## config.mk

```make
export PLATFORM = sky130hd
export DESIGN_NAME = param_datapath
export DESIGN_NICKNAME = d
export VERILOG_FILES = /design/src/rtl/param_datapath.sv
export SDC_FILE = /design/constraint.sdc
export NUM_CORES = 1
export LEC_CHECK = 0
export BUFFER_PORTS_ARGS = -buffer_cell sky130_fd_sc_hd__buf_2
export CAP_MARGIN = 15
export CORE_ASPECT_RATIO = 0.8
export CORE_MARGIN = 4
export CORE_UTILIZATION = 30
export CTS_CLUSTER_DIAMETER = 120
export DETAILED_ROUTE_END_ITERATION = 8
export GPL_ROUTABILITY_DRIVEN = 0
export MAX_ROUTING_LAYER = met4
export SYNTH_ARGS = -nofsm -noshare
export SYNTH_HDL_FRONTEND = slang
export SYNTH_SLANG_ARGS = --single-unit
```

## constraint.sdc

```tcl
create_clock -name clk -period 5.25 [get_ports clk]
set_input_delay 0.2625 -clock clk [delete_from_list [all_inputs] [get_ports clk]]
set_output_delay 0.2625 -clock clk [all_outputs]
set_load 0.005 [all_outputs]
```

## src/rtl/param_datapath.sv

```systemverilog
// Parametrised CPU datapath: PC, IR, register file, ALU, PVSC flags, req/ack memory FSM.
// Optional DP_MEM_TIMEOUT_EN aborts a memory wait after TIMEOUT cycles and sets mem_err.
module param_datapath #(
  parameter int WIDTH   = 16,
  parameter int NREG    = 8,
  parameter int REG_AW  = 3,
  parameter int TIMEOUT = 255
) (
  input  logic              clk,
  input  logic              reset_n,
  input  logic              fetch,
  input  logic              load,
  input  logic              store,
  input  logic [REG_AW-1:0] rs_a,
  input  logic [REG_AW-1:0] rs_b,
  input  logic [REG_AW-1:0] rd,
  input  logic [1:0]        alu_src_a,
  input  logic [1:0]        alu_src_b,
  input  logic [3:0]        alu_op,
  input  logic              reg_we,
  input  logic              pvs_write_en,
  input  logic              pc_we,
  input  logic              pc_src,
  output logic              mem_req,
  output logic              mem_we,
  output logic [WIDTH-1:0]  mem_addr,
  output logic [WIDTH-1:0]  mem_wdata,
  input  logic [WIDTH-1:0]  mem_rdata,
  input  logic              mem_ack,
  output logic [WIDTH-1:0]  inst,
  output logic [3:0]        flags,
  output logic              busy,
  output logic              done,
  output logic              mem_err
);
  localparam int M = WIDTH - 1;

  typedef enum logic [1:0] {IDLE, FETCH, LOAD, STORE} state_e;

  state_e            state_q, state_d;
  logic [WIDTH-1:0]  pc_q, pc_d;
  logic [WIDTH-1:0]  inst_q, inst_d;
  logic [WIDTH-1:0]  addr_q, addr_d;
  logic [WIDTH-1:0]  wdata_q, wdata_d;
  logic [WIDTH-1:0]  regs_q [NREG];
  logic [WIDTH-1:0]  regs_d [NREG];
  logic [REG_AW-1:0] ld_rd_q, ld_rd_d;
  logic [3:0]        flags_q, flags_d;
  logic              done_q, done_d;

  logic [WIDTH-1:0]  reg_a, reg_b, op_a, op_b;
  logic [WIDTH-1:0]  imm_s, imm_z, pc_inc, res;
  logic [WIDTH:0]    ext;
  logic [3:0]        alu_flags;
  logic              cin, c, v, tmo;

  assign reg_a  = regs_q[rs_a];
  assign reg_b  = regs_q[rs_b];
  assign imm_z  = {{(WIDTH-8){1'b0}}, inst_q[7:0]};
  assign imm_s  = {{(WIDTH-8){inst_q[7]}}, inst_q[7:0]};
  assign pc_inc = pc_q + WIDTH'(1);
  assign cin    = flags_q[0];

  always_comb begin
    op_a = '0;
    unique case (alu_src_a)
      2'd0: op_a = reg_a;
      2'd1: op_a = pc_q;
      2'd2: op_a = '0;
      2'd3: op_a = inst_q;
    endcase
  end

  always_comb begin
    op_b = '0;
    unique case (alu_src_b)
      2'd0: op_b = reg_b;
      2'd1: op_b = WIDTH'(1);
      2'd2: op_b = imm_s;
      2'd3: op_b = imm_z;
    endcase
  end

  // Arithmetic runs one bit wide so ext[WIDTH] is carry or borrow.
  always_comb begin
    ext = '0;
    res = '0;
    c   = 1'b0;
    v   = 1'b0;
    case (alu_op)
      4'd0: begin
        ext = {1'b0, op_a} + {1'b0, op_b};
        res = ext[M:0];
        c   = ext[WIDTH];
        v   = (op_a[M] == op_b[M]) && (res[M] != op_a[M]);
      end
      4'd1: begin
        ext = {1'b0, op_a} - {1'b0, op_b};
        res = ext[M:0];
        c   = ext[WIDTH];
        v   = (op_a[M] != op_b[M]) && (res[M] != op_a[M]);
      end
      4'd2: res = op_a & op_b;
      4'd3: res = op_a | op_b;
      4'd4: res = op_a ^ op_b;
      4'd5: res = ~op_a;
      4'd6: begin
        res = {op_a[M-1:0], 1'b0};
        c   = op_a[M];
      end
      4'd7: begin
        res = {1'b0, op_a[M:1]};
        c   = op_a[0];
      end
      4'd8: res = op_b;
      4'd9: begin
        ext = {1'b0, op_a} + {1'b0, op_b} + (WIDTH+1)'(cin);
        res = ext[M:0];
        c   = ext[WIDTH];
        v   = (op_a[M] == op_b[M]) && (res[M] != op_a[M]);
      end
      4'd10: begin
        ext = {1'b0, op_a} - {1'b0, op_b} - (WIDTH+1)'(cin);
        res = ext[M:0];
        c   = ext[WIDTH];
        v   = (op_a[M] != op_b[M]) && (res[M] != op_a[M]);
      end
      default: res = '0;
    endcase
  end

  assign alu_flags = {~^res, v, res[M], c};

`ifdef DP_MEM_TIMEOUT_EN
  localparam int CW = $clog2(TIMEOUT + 1);

  logic [CW-1:0] cnt_q, cnt_d;
  logic          err_q, err_d;

  always_comb begin
    cnt_d = cnt_q;
    err_d = err_q;
    tmo   = 1'b0;
    if (state_q == IDLE) begin
      cnt_d = '0;
    end else if (!mem_ack) begin
      if (cnt_q == CW'(TIMEOUT - 1)) begin
        tmo   = 1'b1;
        err_d = 1'b1;
      end else begin
        cnt_d = cnt_q + 1'b1;
      end
    end
  end

  always_ff @(posedge clk or negedge reset_n) begin
    if (!reset_n) begin
      cnt_q <= '0;
      err_q <= 1'b0;
    end else begin
      cnt_q <= cnt_d;
      err_q <= err_d;
    end
  end

  assign mem_err = err_q;
`else
  assign tmo     = 1'b0;
  assign mem_err = 1'b0;
`endif

  // Commands capture operands before same-cycle strobes update them.
  always_comb begin
    state_d = state_q;
    pc_d    = pc_q;
    inst_d  = inst_q;
    addr_d  = addr_q;
    wdata_d = wdata_q;
    ld_rd_d = ld_rd_q;
    flags_d = flags_q;
    regs_d  = regs_q;
    done_d  = 1'b0;
    if (state_q == IDLE) begin
      if (reg_we && rd != '0) regs_d[rd] = res;
      if (pvs_write_en) flags_d = alu_flags;
      if (pc_we) pc_d = pc_src ? res : pc_inc;
      if (fetch) begin
        state_d = FETCH;
        addr_d  = pc_q;
      end else if (load) begin
        state_d = LOAD;
        addr_d  = res;
        ld_rd_d = rd;
      end else if (store) begin
        state_d = STORE;
        addr_d  = res;
        wdata_d = reg_b;
      end
    end else if (mem_ack) begin
      state_d = IDLE;
      done_d  = 1'b1;
      if (state_q == FETCH) begin
        inst_d = mem_rdata;
        pc_d   = pc_inc;
      end
      if (state_q == LOAD && ld_rd_q != '0)
        regs_d[ld_rd_q] = mem_rdata;
    end else if (tmo) begin
      state_d = IDLE;
    end
  end

  always_ff @(posedge clk or negedge reset_n) begin
    if (!reset_n) begin
      state_q <= IDLE;
      pc_q    <= '0;
      inst_q  <= '0;
      addr_q  <= '0;
      wdata_q <= '0;
      ld_rd_q <= '0;
      flags_q <= '0;
      done_q  <= 1'b0;
      for (int i = 0; i < NREG; i++) regs_q[i] <= '0;
    end else begin
      state_q <= state_d;
      pc_q    <= pc_d;
      inst_q  <= inst_d;
      addr_q  <= addr_d;
      wdata_q <= wdata_d;
      ld_rd_q <= ld_rd_d;
      flags_q <= flags_d;
      done_q  <= done_d;
      regs_q  <= regs_d;
    end
  end

  assign mem_req   = (state_q != IDLE);
  assign mem_we    = (state_q == STORE);
  assign busy      = (state_q != IDLE);
  assign mem_addr  = addr_q;
  assign mem_wdata = wdata_q;
  assign inst      = inst_q;
  assign flags     = flags_q;
  assign done      = done_q;

endmodule
```

==> impl_results.md <==
* Worst skew pair latency at 530 ps
* Area delta synth->final at 27.8%
* CP arrival at 5750 ps
* Syn Area/Cell at 9.28 um^2
* Peak VDD IR at 0.392 mV
* Top_reg_cell synth: dfrtp_1
* Initial Util at 0.305
* First-pass GRT wire length at 97300 um
* Total gr overflow at 0
* Crit-path max FO at 2
* Worst path required time at 5700 ps
* IO Count at 100
* Largest cells by area after synthesis: dfrtp_1 32%, mux4_2 6.6%, ha_1 4.2%
* Worst slew pin tran at 1280 ps
* Combinational Power Share at 0.628
* Clock sink count at 202
* Min Tclk post-route at 5300 ps
* Initial antenna violation count at 2
* Critical path capture point type: flip-flop
* Worst hold path class: in -> reg
* Power Density at 615 nW/um^2
* H-tree level count at 1
* Root Buffer: clkbuf_16
* Layout cells sized above 1 at 0.331
* Failing checks: negative setup slack
* Pleak at 8.44 nW
* Pin count of the biggest net entering global routing at 106
* Register area share after synthesis at 0.323
* Final WL at 66600 um
* Design Area, Final at 20000 um^2
* Syn nets at 1782
* Post-synth EDFFs at 0
* FILL cells at 5118
* Dominant cell type by area after synthesis: dfrtp_1
* Dpl ws at -408 ps
* F_max at 189 MHz
* Max Cap Viol at 0
* DRT antenna net count at 0
* Pint at 0.00677 W
* Netlist Area Pre-Place at 15600 um^2
* Placement-stage cell area at 18400 um^2
* Vias at 16000
* Fin. max-slew vios at 0
* Die span in x at 263 um
* Power share of the clock group at 0.133
* Post-synthesis async set-or-reset flop share at 1.00
* Nets at 2053
* DP HPWL at 48700 um
* Run status: finished, violations left
* Final hold vios at 0
* RSZ-0062 raised after global routing: true
* Port Buffer Count at 98
* Sequential Power Share at 0.240
* Final core utilization at 0.390
* Setup Viol. Count Final at 1
* Total track usage at 0.232
* Clock slew at reported path FFs at 60 ps
* FF+latch count, synth at 202
* Most common cell in the netlist: dfrtp_1
* Final worst setup slack at -50.7 ps
* Synth cell count leaders: 202 x dfrtp_1, 143 x nand2_1, 138 x nor2_1
* Iter 0 DRT Violations at 2254
* Die area at 55800 um^2
* Longest Clk Path Bufs at 3
* Critical path class: reg -> reg
* Post-synth top area share at 0.323
* Sw frac at 0.449
* Type of origin of the critical path: flip-flop
* Seq. cell area at 5050 um^2
* TritonCTS clock tree: yes
* Rel. slew slack at 0.145
* Vias per cell at 6.04
* Ys Warns at 0
* Setup_tns at -50.7 ps
* NetSw at 0.00551 W
* Rows at 74
* Post-synthesis cell type count at 105
* Drt drc at 0
* Die height at 212 um
* Avg WL per Cell at 25.1 um
* Area of the multi-input gates at 10300 um^2
* Worst clock skew at 16.6 ps
* CTS buffer count at 22
* Worst Hold Slack at 15.9 ps
* Core outline area at 51300 um^2
* Post-synthesis instance total at 1684
* Vias in the first global route at 15300
* Router iterations before antenna repair at 6
* Post-route clock period utilization at 1.01
## kinds of logic after synthesis
logic type,count (synthesis),share of synthesized area
AOI/OAI and AO/OA,570,0.258
xor gates and xnor gates,67,0.0389
adders and majority gates,55,0.0450
buffers and inverters,201,0.0538
DFF,202,0.323
muxes,151,0.142
other,1,0.000240
and+or+nand+nor,437,0.139
## worst max-delay path: stages (launching register included)
cell and delay (ps):
dfrtp_1 390, buf_6 120, mux4_2 510, nor2b_4 150
nor2_4 60, a21boi_2 180, inv_2 70, ha_4 170
fa_2 550, ha_2 190, xnor2_1 60, and3_1 220
a2111oi_2 290, o221ai_1 220, nor3_2 200, o221ai_2 130
xor2_1 180, xnor2_1 300, buf_4 180, xnor2_2 80
xnor2_2 230, xnor2_2 160, xnor2_2 140, xnor3_1 330
o21ai_1 130
## registers in the layout (all words and copies together) (netlist names)
name,flops
regs_q,128
inst,16
mem_addr,16
mem_wdata,16
pc_q,16
flags,4
ld_rd_q,3
state_q,2
done,1
## area by class of cell
class | count | area share
clock buffer | 32 | 0.0320
multi-input combinational | 1281 | 0.517
sequential | 202 | 0.253
antenna | 3 | 0.000376
inverter | 55 | 0.0105
clock inverter | 8 | 0.00482
timing repair buffer | 393 | 0.140
tap | 684 | 0.0428
## worst paths after layout
path | to | slack (ps) | depth (start not counted) | start
setup / recovery | flags[3] | -50 | 24 | regs_q[0]
hold / removal | inst[11] | 20 | 2 | mem_rdata[11]
setup reg to reg | flags[3] | -50 | 24 | regs_q[0]
hold reg to reg | regs_q[121] | 400 | 0 | regs_q[121]
max in group asynchronous | regs_q[51] | 3560 | 3 | reset_n
min in group asynchronous | mem_addr[12] | 380 | 2 | reset_n
## routing by layer
metal,up-vias,GRT usage,share of wire
li1,6855,-,-
met5,-,-,0
met2,1060,0.318,0.40
met1,7933,0.323,0.43
met3,195,0.0841,0.13
met4,0,0.0632,0.037
## power groups by stage
stage          logic [W]  registers (W)  clock network, W
6_report         0.00771        0.00294           0.00163
5_1_grt          0.00818        0.00300           0.00171
4_1_cts          0.00693        0.00289           0.00165
3_5_place_dp     0.00685        0.00291                 0
3_3_place_gp     0.00676        0.00287                 0
2_1_floorplan    0.00408        0.00261                 0
## layout by cell type, fill, tap and decap left out, drive strengths merged, types with 17 or more instances in the layout
| cell | Yosys | routed |
|---|---|---|
| a211oi | 21 | 21 |
| a21oi | 95 | 95 |
| a221oi | 18 | 18 |
| a22oi | 40 | 40 |
| buf | 40 | 389 |
| clkbuf | 106 | 33 |
| dfrtp | 202 | 202 |
| ha | 53 | 53 |
| inv | 53 | 54 |
| mux2 | 52 | 52 |
| mux2i | 49 | 49 |
| mux4 | 50 | 50 |
| nand2 | 143 | 143 |
| nand3 | 25 | 25 |
| nor2 | 140 | 140 |
| nor2b | 17 | 17 |
| o21a | 68 | 68 |
| o21ai | 135 | 135 |
| o221ai | 71 | 71 |
| o22a | 20 | 20 |
| o22ai | 18 | 18 |
| xnor2 | 45 | 45 |
| xor2 | 21 | 21 |
## repair_timing
item	4_1_cts	5_1_grt
resized for setup	14	118
hold buffers	3	0
cloned	0	2
endpoints found under the hold margin	106	0
endpoints found under the setup margin	26	53
buffers inserted	1	26
pin swaps	6	60
## metrics by stage
step / instances / total power, W
2_1_floorplan: 1684 / 0.00669
6_report: 2658 / 0.0123
3_3_place_gp: 2584 / 0.00963
5_1_grt: 2658 / 0.0129
3_5_place_dp: 2584 / 0.00977
4_1_cts: 2628 / 0.0115
Power figures use the tool's default switching activity.
